--- src/rtl/syn_global_pkg.sv ---
// Shared local-bus definitions: unmapped read pattern and the word-index decode used by
// every cortex sub-block slave.
package syn_global_pkg;

  localparam logic [31:0] LB_UNMAPPED_RDATA = 32'hDEAD_DEAD;

  typedef enum logic [2:0] {
    CFG,
    STATUS,
    EVCNT,
    ERRCNT,
    UNMAPPED
  } lb_idx_e;

  // Classifies a block-local word index; the error-counter slot exists only when enabled.
  function automatic lb_idx_e lb_decode(input int unsigned idx, input int unsigned num_regs,
                                        input bit err_en);
    lb_idx_e kind;
    if (idx < num_regs) begin
      kind = CFG;
    end else if (idx == num_regs) begin
      kind = STATUS;
    end else if (idx == num_regs + 1) begin
      kind = EVCNT;
    end else if (err_en && (idx == num_regs + 2)) begin
      kind = ERRCNT;
    end else begin
      kind = UNMAPPED;
    end
    return kind;
  endfunction

endpackage

--- src/rtl/syn_lb_reg_slave_if.sv ---
// Local-bus request/response bundle between the Avalon-MM bridge (master) and a block slave.
interface syn_lb_reg_slave_if #(
  parameter int unsigned P_LB_DATA_W = 32,
  parameter int unsigned P_LB_ADDR_W = 16
);

  logic                   lb_rd_en_i;
  logic                   lb_wr_en_i;
  logic [P_LB_ADDR_W-1:0] lb_addr_i;
  logic [P_LB_DATA_W-1:0] lb_wr_data_i;
  logic                   lb_rd_valid_o;
  logic [P_LB_DATA_W-1:0] lb_rd_data_o;

  modport master (
    output lb_rd_en_i,
    output lb_wr_en_i,
    output lb_addr_i,
    output lb_wr_data_i,
    input  lb_rd_valid_o,
    input  lb_rd_data_o
  );

  modport slave (
    input  lb_rd_en_i,
    input  lb_wr_en_i,
    input  lb_addr_i,
    input  lb_wr_data_i,
    output lb_rd_valid_o,
    output lb_rd_data_o
  );

endinterface

--- src/rtl/syn_lb_rd_pipe.sv ---
// Fixed-latency {valid, data} delay line for local-bus read returns; data is forced to zero
// in any stage whose valid is low so the output is clean between returns.
module syn_lb_rd_pipe #(
  parameter int unsigned P_DATA_W = 32,
  parameter int unsigned P_DEPTH  = 2
) (
  input  logic                clk_ir,
  input  logic                rst_il,
  input  logic                valid_i,
  input  logic [P_DATA_W-1:0] data_i,
  output logic                valid_o,
  output logic [P_DATA_W-1:0] data_o
);

  logic [P_DEPTH-1:0]  valid_q, valid_d;
  logic [P_DATA_W-1:0] data_q [P_DEPTH];
  logic [P_DATA_W-1:0] data_d [P_DEPTH];

  always_comb begin
    valid_d    = '0;
    data_d     = '{default: '0};
    valid_d[0] = valid_i;
    data_d[0]  = valid_i ? data_i : '0;
    for (int i = 1; i < P_DEPTH; i++) begin
      valid_d[i] = valid_q[i-1];
      data_d[i]  = data_q[i-1];
    end
  end

  always_ff @(posedge clk_ir or negedge rst_il) begin
    if (!rst_il) begin
      valid_q <= '0;
      data_q  <= '{default: '0};
    end else begin
      valid_q <= valid_d;
      data_q  <= data_d;
    end
  end

  assign valid_o = valid_q[P_DEPTH-1];
  assign data_o  = data_q[P_DEPTH-1];

endmodule

--- src/rtl/syn_lb_reg_slave.sv ---
// Local-bus register slave: RW config bank, status word, saturating event counter, and an
// optional unmapped-access error counter enabled by SYN_LB_REG_SLAVE_ERR_CNT_EN.
module syn_lb_reg_slave
  import syn_global_pkg::*;
#(
  parameter int unsigned P_LB_DATA_W = 32,
  parameter int unsigned P_LB_ADDR_W = 16,
  parameter logic [3:0]  P_BLK_CODE  = 4'h0,
  parameter int unsigned P_NUM_REGS  = 8,
  parameter int unsigned P_RD_LAT    = 2
) (
  input  logic                              clk_ir,
  input  logic                              rst_il,
  syn_lb_reg_slave_if.slave                 lb,
  output logic [P_NUM_REGS*P_LB_DATA_W-1:0] cfg_regs_o,
  input  logic [P_LB_DATA_W-1:0]            status_i,
  input  logic                              ev_pulse_i
);

  localparam int unsigned IdxW = P_LB_ADDR_W - 4;
`ifdef SYN_LB_REG_SLAVE_ERR_CNT_EN
  localparam bit ErrCntEn = 1'b1;
`else
  localparam bit ErrCntEn = 1'b0;
`endif

  logic            hit, rd_hit, wr_hit;
  logic [IdxW-1:0] idx;
  lb_idx_e         idx_kind;

  assign hit      = (lb.lb_addr_i[P_LB_ADDR_W-1 -: 4] == P_BLK_CODE);
  assign idx      = lb.lb_addr_i[IdxW-1:0];
  assign idx_kind = lb_decode(32'(idx), P_NUM_REGS, ErrCntEn);
  assign rd_hit   = lb.lb_rd_en_i & hit;
  assign wr_hit   = lb.lb_wr_en_i & hit;

  // Config register bank
  logic [P_LB_DATA_W-1:0] cfg_q [P_NUM_REGS];
  logic [P_LB_DATA_W-1:0] cfg_d [P_NUM_REGS];

  always_comb begin
    cfg_d = cfg_q;
    if (wr_hit && (idx_kind == CFG)) begin
      for (int i = 0; i < P_NUM_REGS; i++) begin
        if (idx == IdxW'(i)) cfg_d[i] = lb.lb_wr_data_i;
      end
    end
  end

  always_ff @(posedge clk_ir or negedge rst_il) begin
    if (!rst_il) begin
      cfg_q <= '{default: '0};
    end else begin
      cfg_q <= cfg_d;
    end
  end

  always_comb begin
    cfg_regs_o = '0;
    for (int i = 0; i < P_NUM_REGS; i++) begin
      cfg_regs_o[i*P_LB_DATA_W +: P_LB_DATA_W] = cfg_q[i];
    end
  end

  // Event counter: clear is applied first so clear+pulse in one cycle lands on 1.
  logic [31:0] ev_cnt_q, ev_cnt_d;

  always_comb begin
    ev_cnt_d = ev_cnt_q;
    if (wr_hit && (idx_kind == EVCNT)) ev_cnt_d = '0;
    if (ev_pulse_i && (ev_cnt_d != '1)) ev_cnt_d = ev_cnt_d + 32'd1;
  end

  always_ff @(posedge clk_ir or negedge rst_il) begin
    if (!rst_il) begin
      ev_cnt_q <= '0;
    end else begin
      ev_cnt_q <= ev_cnt_d;
    end
  end

  logic [15:0] err_cnt_rd;

`ifdef SYN_LB_REG_SLAVE_ERR_CNT_EN
  logic [15:0] err_cnt_q, err_cnt_d;
  logic        err_hit;

  assign err_hit = (rd_hit | wr_hit) & (idx_kind == UNMAPPED);

  always_comb begin
    err_cnt_d = err_cnt_q;
    if (wr_hit && (idx_kind == ERRCNT)) err_cnt_d = '0;
    if (err_hit && (err_cnt_d != '1)) err_cnt_d = err_cnt_d + 16'd1;
  end

  always_ff @(posedge clk_ir or negedge rst_il) begin
    if (!rst_il) begin
      err_cnt_q <= '0;
    end else begin
      err_cnt_q <= err_cnt_d;
    end
  end

  assign err_cnt_rd = err_cnt_q;
`else
  assign err_cnt_rd = '0;
`endif

  // Read mux samples pre-write state, so a same-cycle read+write returns the old value.
  logic [P_LB_DATA_W-1:0] rd_mux;

  always_comb begin
    rd_mux = P_LB_DATA_W'(LB_UNMAPPED_RDATA);
    unique case (idx_kind)
      CFG: begin
        rd_mux = '0;
        for (int i = 0; i < P_NUM_REGS; i++) begin
          if (idx == IdxW'(i)) rd_mux = cfg_q[i];
        end
      end
      STATUS:  rd_mux = status_i;
      EVCNT:   rd_mux = P_LB_DATA_W'(ev_cnt_q);
      ERRCNT:  rd_mux = P_LB_DATA_W'(err_cnt_rd);
      default: rd_mux = P_LB_DATA_W'(LB_UNMAPPED_RDATA);
    endcase
  end

  syn_lb_rd_pipe #(
    .P_DATA_W (P_LB_DATA_W),
    .P_DEPTH  (P_RD_LAT)
  ) u_rd_pipe (
    .clk_ir  (clk_ir),
    .rst_il  (rst_il),
    .valid_i (rd_hit),
    .data_i  (rd_mux),
    .valid_o (lb.lb_rd_valid_o),
    .data_o  (lb.lb_rd_data_o)
  );

endmodule
--- src/flat_wrapper.sv ---
// flat-port wrapper written by rule: the top's interface ports become plain ports
module syn_lb_reg_slave_flat import syn_global_pkg::*;
#(
  parameter int unsigned P_LB_DATA_W = 32,
  parameter int unsigned P_LB_ADDR_W = 16,
  parameter logic [3:0]  P_BLK_CODE  = 4'h0,
  parameter int unsigned P_NUM_REGS  = 8,
  parameter int unsigned P_RD_LAT    = 2
)
  (clk_ir, rst_il, cfg_regs_o, status_i, ev_pulse_i, lb_lb_rd_en_i, lb_lb_wr_en_i, lb_lb_addr_i, lb_lb_wr_data_i, lb_lb_rd_valid_o, lb_lb_rd_data_o);
  syn_lb_reg_slave_if #(.P_LB_DATA_W(P_LB_DATA_W), .P_LB_ADDR_W(P_LB_ADDR_W)) lb_i ();
  input  logic clk_ir;
  input  logic rst_il;
  output logic [P_NUM_REGS*P_LB_DATA_W-1:0] cfg_regs_o;
  input  logic [P_LB_DATA_W-1:0] status_i;
  input  logic ev_pulse_i;
  input wire logic [$bits(lb_i.lb_rd_en_i)-1:0] lb_lb_rd_en_i;
  input wire logic [$bits(lb_i.lb_wr_en_i)-1:0] lb_lb_wr_en_i;
  input wire logic [$bits(lb_i.lb_addr_i)-1:0] lb_lb_addr_i;
  input wire logic [$bits(lb_i.lb_wr_data_i)-1:0] lb_lb_wr_data_i;
  output wire logic [$bits(lb_i.lb_rd_valid_o)-1:0] lb_lb_rd_valid_o;
  output wire logic [$bits(lb_i.lb_rd_data_o)-1:0] lb_lb_rd_data_o;
  assign lb_i.lb_rd_en_i = lb_lb_rd_en_i;
  assign lb_i.lb_wr_en_i = lb_lb_wr_en_i;
  assign lb_i.lb_addr_i = lb_lb_addr_i;
  assign lb_i.lb_wr_data_i = lb_lb_wr_data_i;
  assign lb_lb_rd_valid_o = lb_i.lb_rd_valid_o;
  assign lb_lb_rd_data_o = lb_i.lb_rd_data_o;
  syn_lb_reg_slave #(.P_LB_DATA_W(P_LB_DATA_W), .P_LB_ADDR_W(P_LB_ADDR_W), .P_BLK_CODE(P_BLK_CODE), .P_NUM_REGS(P_NUM_REGS), .P_RD_LAT(P_RD_LAT)) u_core (.clk_ir(clk_ir), .rst_il(rst_il), .lb(lb_i), .cfg_regs_o(cfg_regs_o), .status_i(status_i), .ev_pulse_i(ev_pulse_i));
endmodule
--- config.mk ---
export PLATFORM = sky130hd
export DESIGN_NAME = syn_lb_reg_slave_flat
export DESIGN_NICKNAME = d
export VERILOG_FILES = /design/src/rtl/syn_global_pkg.sv /design/src/rtl/syn_lb_reg_slave_if.sv /design/src/rtl/syn_lb_rd_pipe.sv /design/src/rtl/syn_lb_reg_slave.sv /design/src/flat_wrapper.sv
export SDC_FILE = /design/constraint.sdc
export NUM_CORES = 1
export LEC_CHECK = 0
export ABC_AREA = 1
export CAP_MARGIN = 25
export CORE_MARGIN = 2
export CORE_UTILIZATION = 35
export CTS_CLUSTER_SIZE = 25
export DETAILED_ROUTE_END_ITERATION = 10
export DONT_BUFFER_PORTS = 1
export HOLD_SLACK_MARGIN = 0.1
export SLEW_MARGIN = 20
export SYNTH_ARGS = -nofsm -noshare
export SYNTH_HDL_FRONTEND = slang
export SYNTH_HIERARCHICAL = 1
export SYNTH_SLANG_ARGS = --single-unit
--- constraint.sdc ---
create_clock -name clk_ir -period 2.27 [get_ports clk_ir]
set_input_delay 0.227 -clock clk_ir [delete_from_list [all_inputs] [get_ports clk_ir]]
set_output_delay 0.227 -clock clk_ir [all_outputs]
set_load 0.02 [all_outputs]
# ---- After elaboration in Yosys (flattened, before gate mapping)
# Index checks and enable logic that the tools add are counted.
dict set report classes {
  addsub 1
  magnitude_cmp 1
  eq_ne 13
  n_mux 15
  n_bitwise 2
  n_reduce_logical 14
}
# op n
set op_table {}
lappend op_table {{$mux W32} 11}
lappend op_table {{$pmux W32 S4} 1}
lappend op_table {{$eq A12 B3 Y1 const B} 4}
lappend op_table {{$add A32 B1 Y32 const B} 1}
lappend op_table {{$ne A32 B32 Y1 const B} 1}
lappend op_table {{$eq A12 B2 Y1 const B} 2}
lappend op_table {{$eq A12 B4 Y1 const B} 2}
lappend op_table {{$reduce_and A2 Y1} 8}
lappend op_table {{$eq A12 B1 Y1 const B} 1}
lappend op_table {{$logic_not A12 Y1} 1}
lappend op_table {{$lt A12 B4 Y1 const B} 1}
lappend op_table {{$mux W3} 3}
lappend op_table {{$eq A3 B2 Y1 const B} 2}
lappend op_table {{$logic_not A4 Y1} 1}
lappend op_table {{$eq A3 B1 Y1 const B} 1}
lappend op_table {{$logic_and A1 B1 Y1} 3}
lappend op_table {{$logic_not A3 Y1} 1}
lappend op_table {{$and A1 B1 Y1} 2}
dict set report word_totals {
  reg_bits 354
  inputBits 85
  word_cells 58
}

# ---- Longest topological paths before layout
dict set report depth {
  ltp_word 11
  mapped_depth 17
  mapped_depth_nobuf 17
}

# ---- Cells and area by module
# Netlist, hierarchy kept.
# mod n_inst cells_each area_each_um2 seq_area_each_um2
set modules_own_cells {}
lappend modules_own_cells {syn_lb_reg_slave 1 1847 14236.2 7206.9}
lappend modules_own_cells {syn_lb_rd_pipe 1 133 1925.6 1651.6}

# ---- Least setup slack after synthesis
# No wires, ideal clock.
dict set report synth_path {
  path_type {input-to-reg}
  from {in lb_lb_addr_i[11]}
  to {reg u_core.u_rd_pipe.data_q (netlist bit u_core/u_rd_pipe/data_d[29])}
  setup_time_ps 113
  arrival_ps 1688
  t_required_ps 2157
  setup_slack_ps 469
  cell_stages 15
  n_path_buf 1
  cell_sequence {nor2_1 > nand2_1 > nor2_1 > buf_2 > nand2_1 > nor2_2 > clkinv_1 > o21ai_0 > inv_1 > nand2_1 > nand2_1 > nand2_1 > nand2_1 > nand2_1 > inv_1}
}
# item line_no
set synth_lines {}
lappend synth_lines {{start: declaration} flat_wrapper.sv:19} ;# input wire logic [$bits(lb_i.lb_addr_i)-1:0] lb_lb_addr_i;
lappend synth_lines {{end signal: assignment} syn_lb_rd_pipe.sv:36} ;# data_q <= data_d;
lappend synth_lines {{end: declaration} syn_lb_rd_pipe.sv:16} ;# logic [P_DATA_W-1:0] data_q [P_DEPTH];

==> summary.md <==
| Metric | Value |
|---|---|
| Fin. Hold Viols | `354` |
| Cell mode on critical path | `nand2_1` |
| WHS | `-653.7 ps` |
| Failing checks | `hold timing` |
| Number of diodes | `0` |
| Top-area cell type share of the netlist area | `0.5481` |
| Worst-path clk slew | `60 ps` |
| Simple-gate portion of the synthesized area | `0.2560` |
| CTS tree | `built` |
| Maxcap violations | `0` |
| CP startpoint | `lb_lb_addr_i[8]` |
| First-pass GRT wire length | `92.40 mm` |
| Min Tclk post-route | `2149 ps` |
| Design Power | `between 0.01 and 0.015 W` |
| Die height | `218.9 µm` |
| Row count | `78` |
| Post-synthesis sequential area ratio | `0.5481` |
| FILL cells | `4,541` |
| Final Cycle Share | `0.9467` |
| Number of global-route vias before repair | `13,841` |
| Most common cell in the synthesized netlist | `nand2_1` |
| Synthesized flop and latch total | `about 350` |
| Slowest cell on crit path | `dlygate4sd3_1` |
| Worst vdd ir | `0.5162 mV` |
| Pwr Density | `733.0 nW/µm²` |
| Die ar. | `47,910 µm²` |
| Synth warnings | `6` |
| Placer Congestion | `0.9759` |
| Largest area contributor in the netlist | `dfrtp_1` |
| Synth top cells by count | `677 x nand2_1, 354 x dfrtp_1, 242 x o21ai_0, 149 x inv_1, 120 x nand3_1` |
| Lkg Pwr | `9.487 nW` |
| CP Launch Type | `primary input` |
| Final nets | `between 2,000 and 2,500` |
| Top_reg_cell synth | `dfrtp_1` |
| Critical path arrival | `2660 ps` |
| TritonCTS buffer count | `42` |
| Post-Synth XOR/XNOR Area | `0.009213` |
| I/O pin total | `374` |
| Avg Synthesized Cell Area | `8.163 µm²` |
| Outcome | `finished with violations` |
| Reg2reg path depth | `9` |
| Post-DP HPWL | `~46 mm` |
| Final Cell Area | `19,490 µm²` |
| Clock Skews | `around 19 ps` |
| Slew margin rel. | `0.3686` |
| DRT Pass-1 Iters | `7` |
| Post-synth EDFFs | `0` |
| Max-slew violation count | `0` |
| Setup violators final | `0` |
| Critical path fanouts, max | `14` |
| Die W | `between 200 and 250 µm` |
| Initial drt markers | `about 1,400` |
| Initial core utilization | `0.3554` |
| Largest family of logic cells by synthesized area | `simple AND/OR/NAND/NOR gates` |
| Reg-to-reg setup timing slack | `160 ps` |
| Post-Synthesis Cell Area | `16,160 µm²` |
| WL per Instance | `approximately 23 µm` |
| CTS Buffer Depth | `3` |
| Synth Area in Adders | `0` |
| Post-synthesis compound-gate area fraction | `0.1204` |
| GRT overflow | `0` |
| Mux share of post-synthesis cell area | `0` |
| GRT Util Overall | `0.2585` |
| Worst Path Required | `between 2000 and 3000 ps` |
| CP endpoint kind | `register` |
| Layout cells sized above 1 | `0.09691` |
| Synth Instances | `1,980` |
| CP endpoint | `u_core/u_rd_pipe/data_d[17]$_DFF_PN0_` |
| Largest net degree at the start of global routing | `355` |
| Final wirelength | `between 60 and 70 mm` |
| Clk sinks | `around 350` |
| Placement Cell Area | `17,280 µm²` |
| Residual DRC | `0` |
| Synth top area cells | `dfrtp_1 55%, nand2_1 16%, o21ai_0 7.5%, nand3_1 3.7%, inv_1 3.5%` |
| Area Overhead vs Synth | `20.61%` |
| Slew at the pin closest to its max-slew limit | `approximately 940 ps` |
| Via density | `~5.3` |
| Distinct cells, synth | `35` |
| Vias | `14,330` |
| Class of the worst hold path | `primary input to async pin` |
| Critical R2R Capture | `u_core/u_rd_pipe/data_d[20]$_DFF_PN0_` |
| Core area | `45,480 µm²` |
| Async SR Flop Fraction | `1.000` |
| RSZ-0062 raised after global routing | `true` |
| CP Cell Sequence | `nor2_1, nand2_1, nor2_2, nand3_1, inv_1, buf_12, buf_12, nand2_1, nand3_1, a21oi_1, nand4_1, nand2_1, nand3_1, nand2_1, dlygate4sd3_1, inv_1` |
| Clock Tree Root | `clkbuf_16` |
| Initial antenna violation count | `0` |
| DRT antenna net count | `0` |
| F_max | `about 470 MHz` |
| Port Buf Inserts | `0` |
| CTS H-tree depth | `2` |
| Reg-to-reg critical path startpoint | `u_core/cfg_regs_o[84]$_DFFE_PN0P_` |
| Slowest Stage Delay on Critical Path | `550 ps` |
| Hold buffer count at CTS | `68` |
| Syn nets | `2,065` |
| Worst-Skew Late Latency | `580 ps` |
| Crit Path Class | `primary input to register` |
[critical path, delay by kind of cell]
kind            cells  cell delay (ps)
compound gates      1               70
buf+inv             5             1050
simple gates       10             1300
[layout make-up]
class	count	area [µm²]	area share
inverter	154	584.3	0.02998
multi-input combinational	1369	6286	0.3225
clock inverter	17	292.8	0.01502
tap	600	750.7	0.03851
sequential	354	8859	0.4545
timing repair buffer	151	1508	0.07735
timing repair inverter	1	7.507	0.0003851
clock buffer	59	1205	0.06181
[repair_timing]
action,CTS,global route
hold endpoints to repair,675,354
setup endpoints to repair,0,2
buffers inserted,0,2
resized for setup,0,3
[layer usage]
layer  routed length (µm)  track usage  vias up
li1                     -            -     6644
met1                24600       0.3167     6928
met2                29730       0.4297      636
met3                 5662      0.07568      122
met4                 2518      0.09887        0
met5                    0            0        -
[layout by cell type, fill, tap and decap left out, types with 9 or more instances in the layout]
cell / n
nand2_1: 670
buf_12: 16
dlygate4sd3_1: 68
a21oi_1: 63
nor2_1: 87
xor2_1: 17
clkbuf_8: 9
nand4_1: 50
o21ai_1: 35
buf_4: 66
a221oi_1: 22
o21ai_0: 242
dfrtp_1: 354
inv_1: 148
nand3_1: 120
clkbuf_16: 42
nor2_2: 14
or2_2: 15
[how the worst min path moves through the flow]
stage                                                   end  cells after the start   start  slack, ps
after detailed placement  u_core/cfg_regs_o[28]$_DFFE_PN0P_                      0  rst_il        -60
after floorplan            u_core/cfg_regs_o[0]$_DFFE_PN0P_                      0  rst_il        -70
final                     u_core/cfg_regs_o[28]$_DFFE_PN0P_                      0  rst_il       -650
after global routing      u_core/cfg_regs_o[60]$_DFFE_PN0P_                      0  rst_il       -680
after global placement    u_core/cfg_regs_o[28]$_DFFE_PN0P_                      0  rst_il        -60
after CTS                 u_core/cfg_regs_o[28]$_DFFE_PN0P_                      0  rst_il       -680
[registers in the layout (all words and copies together) (netlist names)]
register,flops
u_core/cfg_regs_o,256
u_core/u_rd_pipe/valid_q,2
u_core/u_rd_pipe/data_o,32
u_core/ev_cnt_q,32
u_core/u_rd_pipe/data_d,32
[kinds of logic after synthesis]
| logic type | Yosys count |
|---|---|
| XOR/XNOR | 17 |
| buffers and inverters | 257 |
| flip-flops | 354 |
| AO/OA/AOI/OAI | 368 |
| AND/OR/NAND/NOR | 984 |
[power breakdown]
| part | internal (W) | switching [W] |
|---|---|---|
| clock | 0.00452 | 0.00283 |
| sequential | 0.00637 | 0.0000991 |
| combinational | 0.000184 | 0.000288 |
[metrics by stage]
| step | cells | TNS (ps) | setup slack [ps] | utilization |
|---|---|---|---|---|
| after floorplan | 1980 | 0 | 469.0 | - |
| final | 2705 | 0 | 121.1 | 0.4286 |
| after CTS | 2702 | 0 | 115.0 | 0.4279 |
| after global placement | 2558 | -1071 | -267.8 | 0.3800 |
| after detailed placement | 2558 | -2796 | -247.3 | 0.3800 |
| after global routing | 2705 | -26.01 | -26.01 | 0.4286 |
Power figures use the tool's default switching activity.
